## src/rtl/key_entry_buffer_if.sv

```systemverilog
// Key entry bus: debounced key levels in, entered digits and event pulses out.
interface key_entry_buffer_if;
    logic [15:0] key_deb;
    logic [15:0] digits;
    logic [2:0]  count;
    logic [3:0]  key_code;
    logic        key_stb;
    logic        multi_err;
    logic        ovf;

    modport master (
        output key_deb,
        input  digits, count, key_code, key_stb, multi_err, ovf
    );

    modport slave (
        input  key_deb,
        output digits, count, key_code, key_stb, multi_err, ovf
    );
endinterface

```

## src/rtl/key_entry_buffer.sv

```systemverilog
// Keypad entry buffer: accepts one key per press/release cycle, shifts hex
// digits into a four-digit register, handles backspace (key 14) and clear
// (key 15), and rejects presses with more than one key down.
//
// state   | meaning
// IDLE    | released long enough, next nonzero sample is a new press
// HELD    | a press is in progress, pattern changes are ignored
// RELEASE | all keys up, counting quiet cycles before re-arming
module key_entry_buffer #(
    parameter int REL_CYCLES = 16
) (
    input  logic              clk,
    input  logic              rst,
    key_entry_buffer_if.slave bus
);

    localparam int CW = (REL_CYCLES > 2) ? $clog2(REL_CYCLES) : 1;

    typedef enum logic [1:0] {
        IDLE    = 2'd0,
        HELD    = 2'd1,
        RELEASE = 2'd2
    } state_t;

    state_t          state_q;
    logic [CW-1:0]   rel_cnt_q;
    logic [15:0]     digits_q, digits_d;
    logic [2:0]      count_q, count_d;
    logic [3:0]      key_code_q;
    logic            key_stb_q;
    logic            multi_err_q;
    logic            ovf_q, ovf_d;
    logic [3:0]      key_idx;
    logic            key_any;
    logic            key_one_hot;

    assign key_any     = (bus.key_deb != 16'h0000);
    assign key_one_hot = key_any && ((bus.key_deb & (bus.key_deb - 16'h0001)) == 16'h0000);

    // Key index and the digit-register result of applying that key; only
    // loaded when a one-hot press is accepted, so multi-bit garbage is harmless.
    always_comb begin
        key_idx  = 4'h0;
        digits_d = digits_q;
        count_d  = count_q;
        ovf_d    = ovf_q;
        for (int i = 0; i < 16; i++) begin
            if (bus.key_deb[i]) key_idx = 4'(i);
        end
        case (key_idx)
            4'd15: begin
                digits_d = 16'h0000;
                count_d  = 3'd0;
                ovf_d    = 1'b0;
            end
            4'd14: begin
                if (count_q != 3'd0) begin
                    digits_d = {4'h0, digits_q[15:4]};
                    count_d  = count_q - 3'd1;
                end
            end
            default: begin
                digits_d = {digits_q[11:0], key_idx};
                if (count_q == 3'd4) ovf_d = 1'b1;
                else                 count_d = count_q + 3'd1;
            end
        endcase
    end

    // Press/release FSM with registered outputs; reset parks in RELEASE so a
    // key held through reset must be fully released before it counts.
    always_ff @(posedge clk) begin
        if (rst) begin
            state_q     <= RELEASE;
            rel_cnt_q   <= '0;
            digits_q    <= 16'h0000;
            count_q     <= 3'd0;
            key_code_q  <= 4'h0;
            key_stb_q   <= 1'b0;
            multi_err_q <= 1'b0;
            ovf_q       <= 1'b0;
        end else begin
            key_stb_q   <= 1'b0;
            multi_err_q <= 1'b0;
            case (state_q)
                IDLE: begin
                    if (key_any) begin
                        state_q <= HELD;
                        if (key_one_hot) begin
                            key_stb_q  <= 1'b1;
                            key_code_q <= key_idx;
                            digits_q   <= digits_d;
                            count_q    <= count_d;
                            ovf_q      <= ovf_d;
                        end else begin
                            multi_err_q <= 1'b1;
                        end
                    end
                end
                HELD: begin
                    if (!key_any) begin
                        state_q   <= RELEASE;
                        rel_cnt_q <= '0;
                    end
                end
                RELEASE: begin
                    if (key_any) begin
                        state_q <= HELD;
                    end else begin
                        rel_cnt_q <= rel_cnt_q + 1'b1;
                        if (rel_cnt_q == CW'(REL_CYCLES - 2)) state_q <= IDLE;
                    end
                end
                default: state_q <= IDLE;
            endcase
        end
    end

    assign bus.digits    = digits_q;
    assign bus.count     = count_q;
    assign bus.key_code  = key_code_q;
    assign bus.key_stb   = key_stb_q;
    assign bus.multi_err = multi_err_q;
    assign bus.ovf       = ovf_q;

endmodule

```

## src/flat_wrapper.sv

```systemverilog
// flat-port wrapper written by rule: the top's interface ports become plain ports
module key_entry_buffer_flat 
#(
    parameter int REL_CYCLES = 16
)
  (clk, rst, bus_key_deb, bus_digits, bus_count, bus_key_code, bus_key_stb, bus_multi_err, bus_ovf);
  key_entry_buffer_if bus_i ();
  input  logic clk;
  input  logic rst;
  input wire logic [$bits(bus_i.key_deb)-1:0] bus_key_deb;
  output wire logic [$bits(bus_i.digits)-1:0] bus_digits;
  output wire logic [$bits(bus_i.count)-1:0] bus_count;
  output wire logic [$bits(bus_i.key_code)-1:0] bus_key_code;
  output wire logic [$bits(bus_i.key_stb)-1:0] bus_key_stb;
  output wire logic [$bits(bus_i.multi_err)-1:0] bus_multi_err;
  output wire logic [$bits(bus_i.ovf)-1:0] bus_ovf;
  assign bus_i.key_deb = bus_key_deb;
  assign bus_digits = bus_i.digits;
  assign bus_count = bus_i.count;
  assign bus_key_code = bus_i.key_code;
  assign bus_key_stb = bus_i.key_stb;
  assign bus_multi_err = bus_i.multi_err;
  assign bus_ovf = bus_i.ovf;
  key_entry_buffer #(.REL_CYCLES(REL_CYCLES)) u_core (.clk(clk), .rst(rst), .bus(bus_i));
endmodule
```

## config.mk

```make
export PLATFORM = sky130hd
export DESIGN_NAME = key_entry_buffer_flat
export DESIGN_NICKNAME = d
export VERILOG_FILES = /design/src/rtl/key_entry_buffer_if.sv /design/src/rtl/key_entry_buffer.sv /design/src/flat_wrapper.sv
export SDC_FILE = /design/constraint.sdc
export NUM_CORES = 1
export LEC_CHECK = 0
export BUFFER_PORTS_ARGS = -buffer_cell sky130_fd_sc_hd__buf_2
export CAP_MARGIN = 30
export CELL_PAD_IN_SITES_DETAIL_PLACEMENT = 1
export CELL_PAD_IN_SITES_GLOBAL_PLACEMENT = 2
export CORE_UTILIZATION = 31
export DETAILED_ROUTE_END_ITERATION = 7
export PLACE_DENSITY_LB_ADDON = 0.1
export SYNTH_ARGS = -nofsm -noshare
export SYNTH_HDL_FRONTEND = slang
export SYNTH_SLANG_ARGS = --single-unit
```

## constraint.sdc

```tcl
create_clock -name clk -period 3.27 [get_ports clk]
set_input_delay 0.4905 -clock clk [delete_from_list [all_inputs] [get_ports clk]]
set_output_delay 0.4905 -clock clk [all_outputs]
set_load 0.02 [all_outputs]
```

* After elaboration in Yosys (flattened, before gate mapping) *
Index checks and enable logic that the tools add are counted.

word-level totals
  register bits after elaboration = 32
  input bits = 18

cells by class
  add/subtract/negate cells = 4
  eq/ne operators = 12
  muxes and demuxes = 32
  bitwise operators = 4
  reductions and logical operators = 14

operator list
  kind                   count
  $mux 4                 10
  $pmux 16 s2            1
  $mux 3                 6
  $and 16x16->16         1
  $logic_not 16->1       1
  $mux 16                1
  $reduce_bool 16->1     1
  $sub 16x1->16 const B  1
  $eq 4x4->1 const B     3
  $mux 2                 6
  $reduce_and 5->1       2
  $reduce_and 3->1       3
  $pmux 4 s2             1
  $pmux 2 s3             1
  $pmux 3 s2             1
  $add 4x1->4 const B    1
  $mux 1                 4
  $ne 2x1->1 const B     2
  $ne 2x2->1 const B     2
  $reduce_and 4->1       1
  $reduce_bool 2->1      2
  $add 3x1->3 const B    1
  $eq 3x3->1 const B     1
  $ne 3x1->1 const B     1
  other kinds (10)       12

* Depth between registers and ports, before layout *
  word-level depth = 18
  depth in mapped cells = 11
  depth with buffers taken out = 8

* Worst setup path before layout *
No wires, ideal clock.

  kind = in2reg
  from = in bus_key_deb[13]
  to = reg u_core.count_q[1] (netlist: u_core.bus.count[1])
  setup time = 0.070 ns
  arrival = 2.343 ns
  setup slack = 0.856 ns
  stages on the path = 8
  buffers on the path = 2
  cell sequence = buf_4 > nor4_4 > a41oi_1 > a211oi_2 > nand3_2 > buf_6 > or4_1 > a21oi_1

between the ends
  cells in the longest elaborated chain, start to end = 6

RTL lines
  what                                                                   RTL line                text
  start, declared                                                        flat_wrapper.sv:10      input wire logic [$bits(bus_i.key_deb)-1:0] bus_key_deb;
  parallel branches: the longest is 6 deep, another holds $sub 16x1->16  --
  end signal, assigned                                                   key_entry_buffer.sv:93  count_q <= count_d;
  end, declared                                                          key_entry_buffer.sv:28  logic [2:0] count_q, count_d;

Several ways; the timed one is not identified.
A chain may end at the register's enable or synchronous reset.

* Worst setup path in the final report *
  from = in bus_key_deb[13]
  to = reg u_core.digits_q[7] (netlist: u_core.bus.digits[7])

between the ends
  cells in the longest elaborated chain, start to end = 6

RTL lines
  what                                                                   RTL line                text
  parallel branches: the longest is 6 deep, another holds $sub 16x1->16  --
  end signal, assigned                                                   key_entry_buffer.sv:92  digits_q <= digits_d;
  end, declared                                                          key_entry_buffer.sv:27  logic [15:0] digits_q, digits_d;

Several ways; the timed one is not identified.

==> flow_metrics.env <==
export IMPL_ios=44
export IMPL_cts_resized=0
export IMPL_wl_mm=5.155
export IMPL_drtPass1Iterations=3
export IMPL_finalInstanceArea_um2=2318
export IMPL_vdd_ir_drop_max_uv=180.2
export IMPL_worstRegToRegCells=9
export IMPL_netlist_area_um2=1944
export IMPL_crit_path_end_kind="flop"
export IMPL_path_cells="buf_2, nor4_4, a41oi_1, a211oi_2, nand3_2, buf_4, or3_1, a21oi_1"
export IMPL_area_growth_pct=19.24
export IMPL_layout_min_cycle_time_ns=2.509
export IMPL_fmax_mhz=398.6
export IMPL_switching_share_pct=27.98
export IMPL_reg2reg_slack_ns=0.89
export IMPL_ys_types=52
export IMPL_grt_ovfl_total=0
export IMPL_p_per_area_nw_per_um2=412.1
export IMPL_pwr_share_comb_pct=15.8
export IMPL_crit_fanout=14
export IMPL_crit_required_ns=3.50
export IMPL_setup_viol=0
export IMPL_clk_path_buf_depth=2
export IMPL_grt_max_degree=30
export IMPL_status="finished, final reports clean"
export IMPL_drv_cap=0
export IMPL_io_buffers=43
export IMPL_endpoint="u_core.bus.digits[7]"
export IMPL_die_h_um=81.20
export IMPL_htreeDepth=2
export IMPL_ys_warn_count=0
export IMPL_syn_inst=231
export IMPL_post_cts_setup_buffer_count=0
export IMPL_p_seq_share_pct=43.6
export IMPL_syn_nets=257
export IMPL_final_antenna_net_count=0
export IMPL_path_buf_inv=2
export IMPL_fin_skew_ns=0.01034
export IMPL_cts_tree="yes"
export IMPL_post_drt_wl_per_cell_um=14.90
export IMPL_drive_above_1_share_pct=23.62
export IMPL_crit_path_top_delay_cell="nor4_4"
export IMPL_fp_row_count=28
export IMPL_coreArea_um2=5991
export IMPL_start_util_pct=32.46
export IMPL_hold_buffers=0
export IMPL_hp_class="flop to flop"
export IMPL_grt_util_all_layers_pct=17.43
export IMPL_place_area_um2=2211
export IMPL_synth_edf_count=0
export IMPL_relSlewSlack_pct=59.69
export IMPL_critPathTopFamily="simple AND/OR/NAND/NOR gates"
export IMPL_synthFlopType="dfxtp_1"
export IMPL_crit_start="bus_key_deb[13]"
export IMPL_avgViaCountPerCell=5.205
export IMPL_dieArea_um2=6593
export IMPL_route_vias_total=1801
export IMPL_fin_nets=296
export IMPL_postSynth_asyncResetShare_pct=0
export IMPL_p_sw_uw=267.4
export IMPL_p_clk_share_pct=40.7
export IMPL_finalHoldViolations=0
export IMPL_ys_ff_latch=32
export IMPL_grt_pass1_vias=1790
export IMPL_cpPeakStageDelay_ns=0.45
export IMPL_path_clk_slew_ns=0.08
export IMPL_layout_commonest_cell="buf_2"
export IMPL_arrival_ns=2.73
export IMPL_worst_skew_pair_late_latency_ns=0.29
export IMPL_p_int_uw=688.1
export IMPL_slew_violations=0
export IMPL_post_route_period_util_pct=76.71
export IMPL_rsz0062_at_grt="no"
export IMPL_grt_pass1_wl_mm=8.728
export IMPL_diodes=0
export IMPL_syn_area_per_cell_um2=8.417
export IMPL_r2r_start="u_core.state_q[1]"
export IMPL_worst_slew_pin_slew_ns=0.5993
export IMPL_startpoint_type="primary input"
export IMPL_drt_iter0_drc=39
export IMPL_hpwl_mm=3.792
export IMPL_clock_root_buffer="clkbuf_8"
export IMPL_yosysSeqAreaShare_pct=32.95
export IMPL_drcViolationCount=0
export IMPL_numCtsBuffers=5
export IMPL_fin_setup_tns_ns=0
export IMPL_r2r_end="u_core.bus.digits[7]"
export IMPL_leakage_nw=0.9735
export IMPL_antenna_found_initial=0
export IMPL_path_depth=8
export IMPL_cts_sinks=32
export IMPL_place_congestion=0.7746
export IMPL_path_class="primary input to flop"
export IMPL_layout_common_cells="buf_2, dfxtp_1, nand2_1, nor2_1, a21oi_1"
export IMPL_die_w_um=81.20
[cell families (layout without fill, tap and decap cells)]
| logic type | Yosys count | in the layout | share of synthesized area [%] |
|---|---|---|---|
| compound gates | 53 | 53 | 18.86 |
| xor+xnor | 4 | 4 | 1.802 |
| fa+ha+maj | 9 | 9 | 6.049 |
| buf+inv | 30 | 70 | 6.821 |
| flops | 32 | 32 | 32.95 |
| mux | 16 | 16 | 8.237 |
| simple gates | 87 | 87 | 25.29 |
[metal layers]
layer  GRT usage (%)  up-vias  share of wire, %
met5               0        -                 0
met4           7.857        0               1.8
met3           3.258       10               3.2
met2           26.97       30                44
met1           23.34      846                51
li1                -      915                 -
[power by group through the flow]
stage	logic [mW]	registers [mW]	clock network, mW
after floorplan	0.106	0.424	0
after global placement	0.153	0.425	0
after detailed placement	0.153	0.425	0
after CTS	0.155	0.416	0.402
after global routing	0.174	0.418	0.422
final	0.151	0.416	0.388
[per-stage QoR]
| stage | hold WS [ns] | cells | total power, mW | utilization [%] | worst slack, ns |
|---|---|---|---|---|---|
| after global placement | 0.4692 | 338 | 0.5778 | 36.90 | 0.5034 |
| after global routing | 0.5107 | 346 | 1.013 | 38.70 | 0.5654 |
| after CTS | 0.4796 | 346 | 0.9725 | 38.70 | 0.7448 |
| final | 0.4742 | 346 | 0.9554 | 38.70 | 0.7614 |
| after floorplan | 0.4787 | 231 | 0.5298 | - | 0.8564 |
| after detailed placement | 0.4702 | 338 | 0.5786 | 36.90 | 0.4443 |
[cells in the mapped netlist (5+ instances only)]
library cell	count	share of area, %
dfxtp_1	32	33
nand2_1	23	4.4
nor2_1	21	4.1
a21oi_1	20	5.1
mux2i_1	16	8.2
inv_1	14	2.7
clkbuf_1	9	1.7
or3_1	9	2.9
ha_1	7	4.5
and2_1	5	1.6
nor3_1	5	1.3
[layout make-up]
cell class,instances,area [um2]
clock inverter,2,35.03
sequential,32,640.6
clock buffer,6,72.57
multi-input combinational,169,1171
inverter,14,52.55
tap,75,93.84
timing repair buffer,48,252.7
fill,738,3672
[worst min path at each step]
stage	from	to	depth (start not counted)
final	u_core.bus.ovf	u_core.bus.ovf	2
after global routing	u_core.bus.digits[0]	u_core.bus.digits[0]	2
after CTS	u_core.bus.ovf	u_core.bus.ovf	2
after detailed placement	u_core.bus.ovf	u_core.bus.ovf	2
after global placement	u_core.bus.ovf	u_core.bus.ovf	2
after floorplan	u_core.rel_cnt_q[3]	u_core.rel_cnt_q[3]	2
[sequential cells by signal, summed over array words and instances, names as in the netlist]
signal / flops
u_core.bus.digits: 16
u_core.bus.multi_err: 1
u_core.bus.count: 3
u_core.rel_cnt_q: 4
u_core.state_q: 2
u_core.bus.key_stb: 1
u_core.bus.key_code: 4
u_core.bus.ovf: 1
[tightest hold or removal path, stage by stage, from the launching register on]
cell     delay, ns
dfxtp_1       0.30
o21ai_0       0.06
a21oi_1       0.06
No activity file was read; power rests on OpenSTA's default activity.
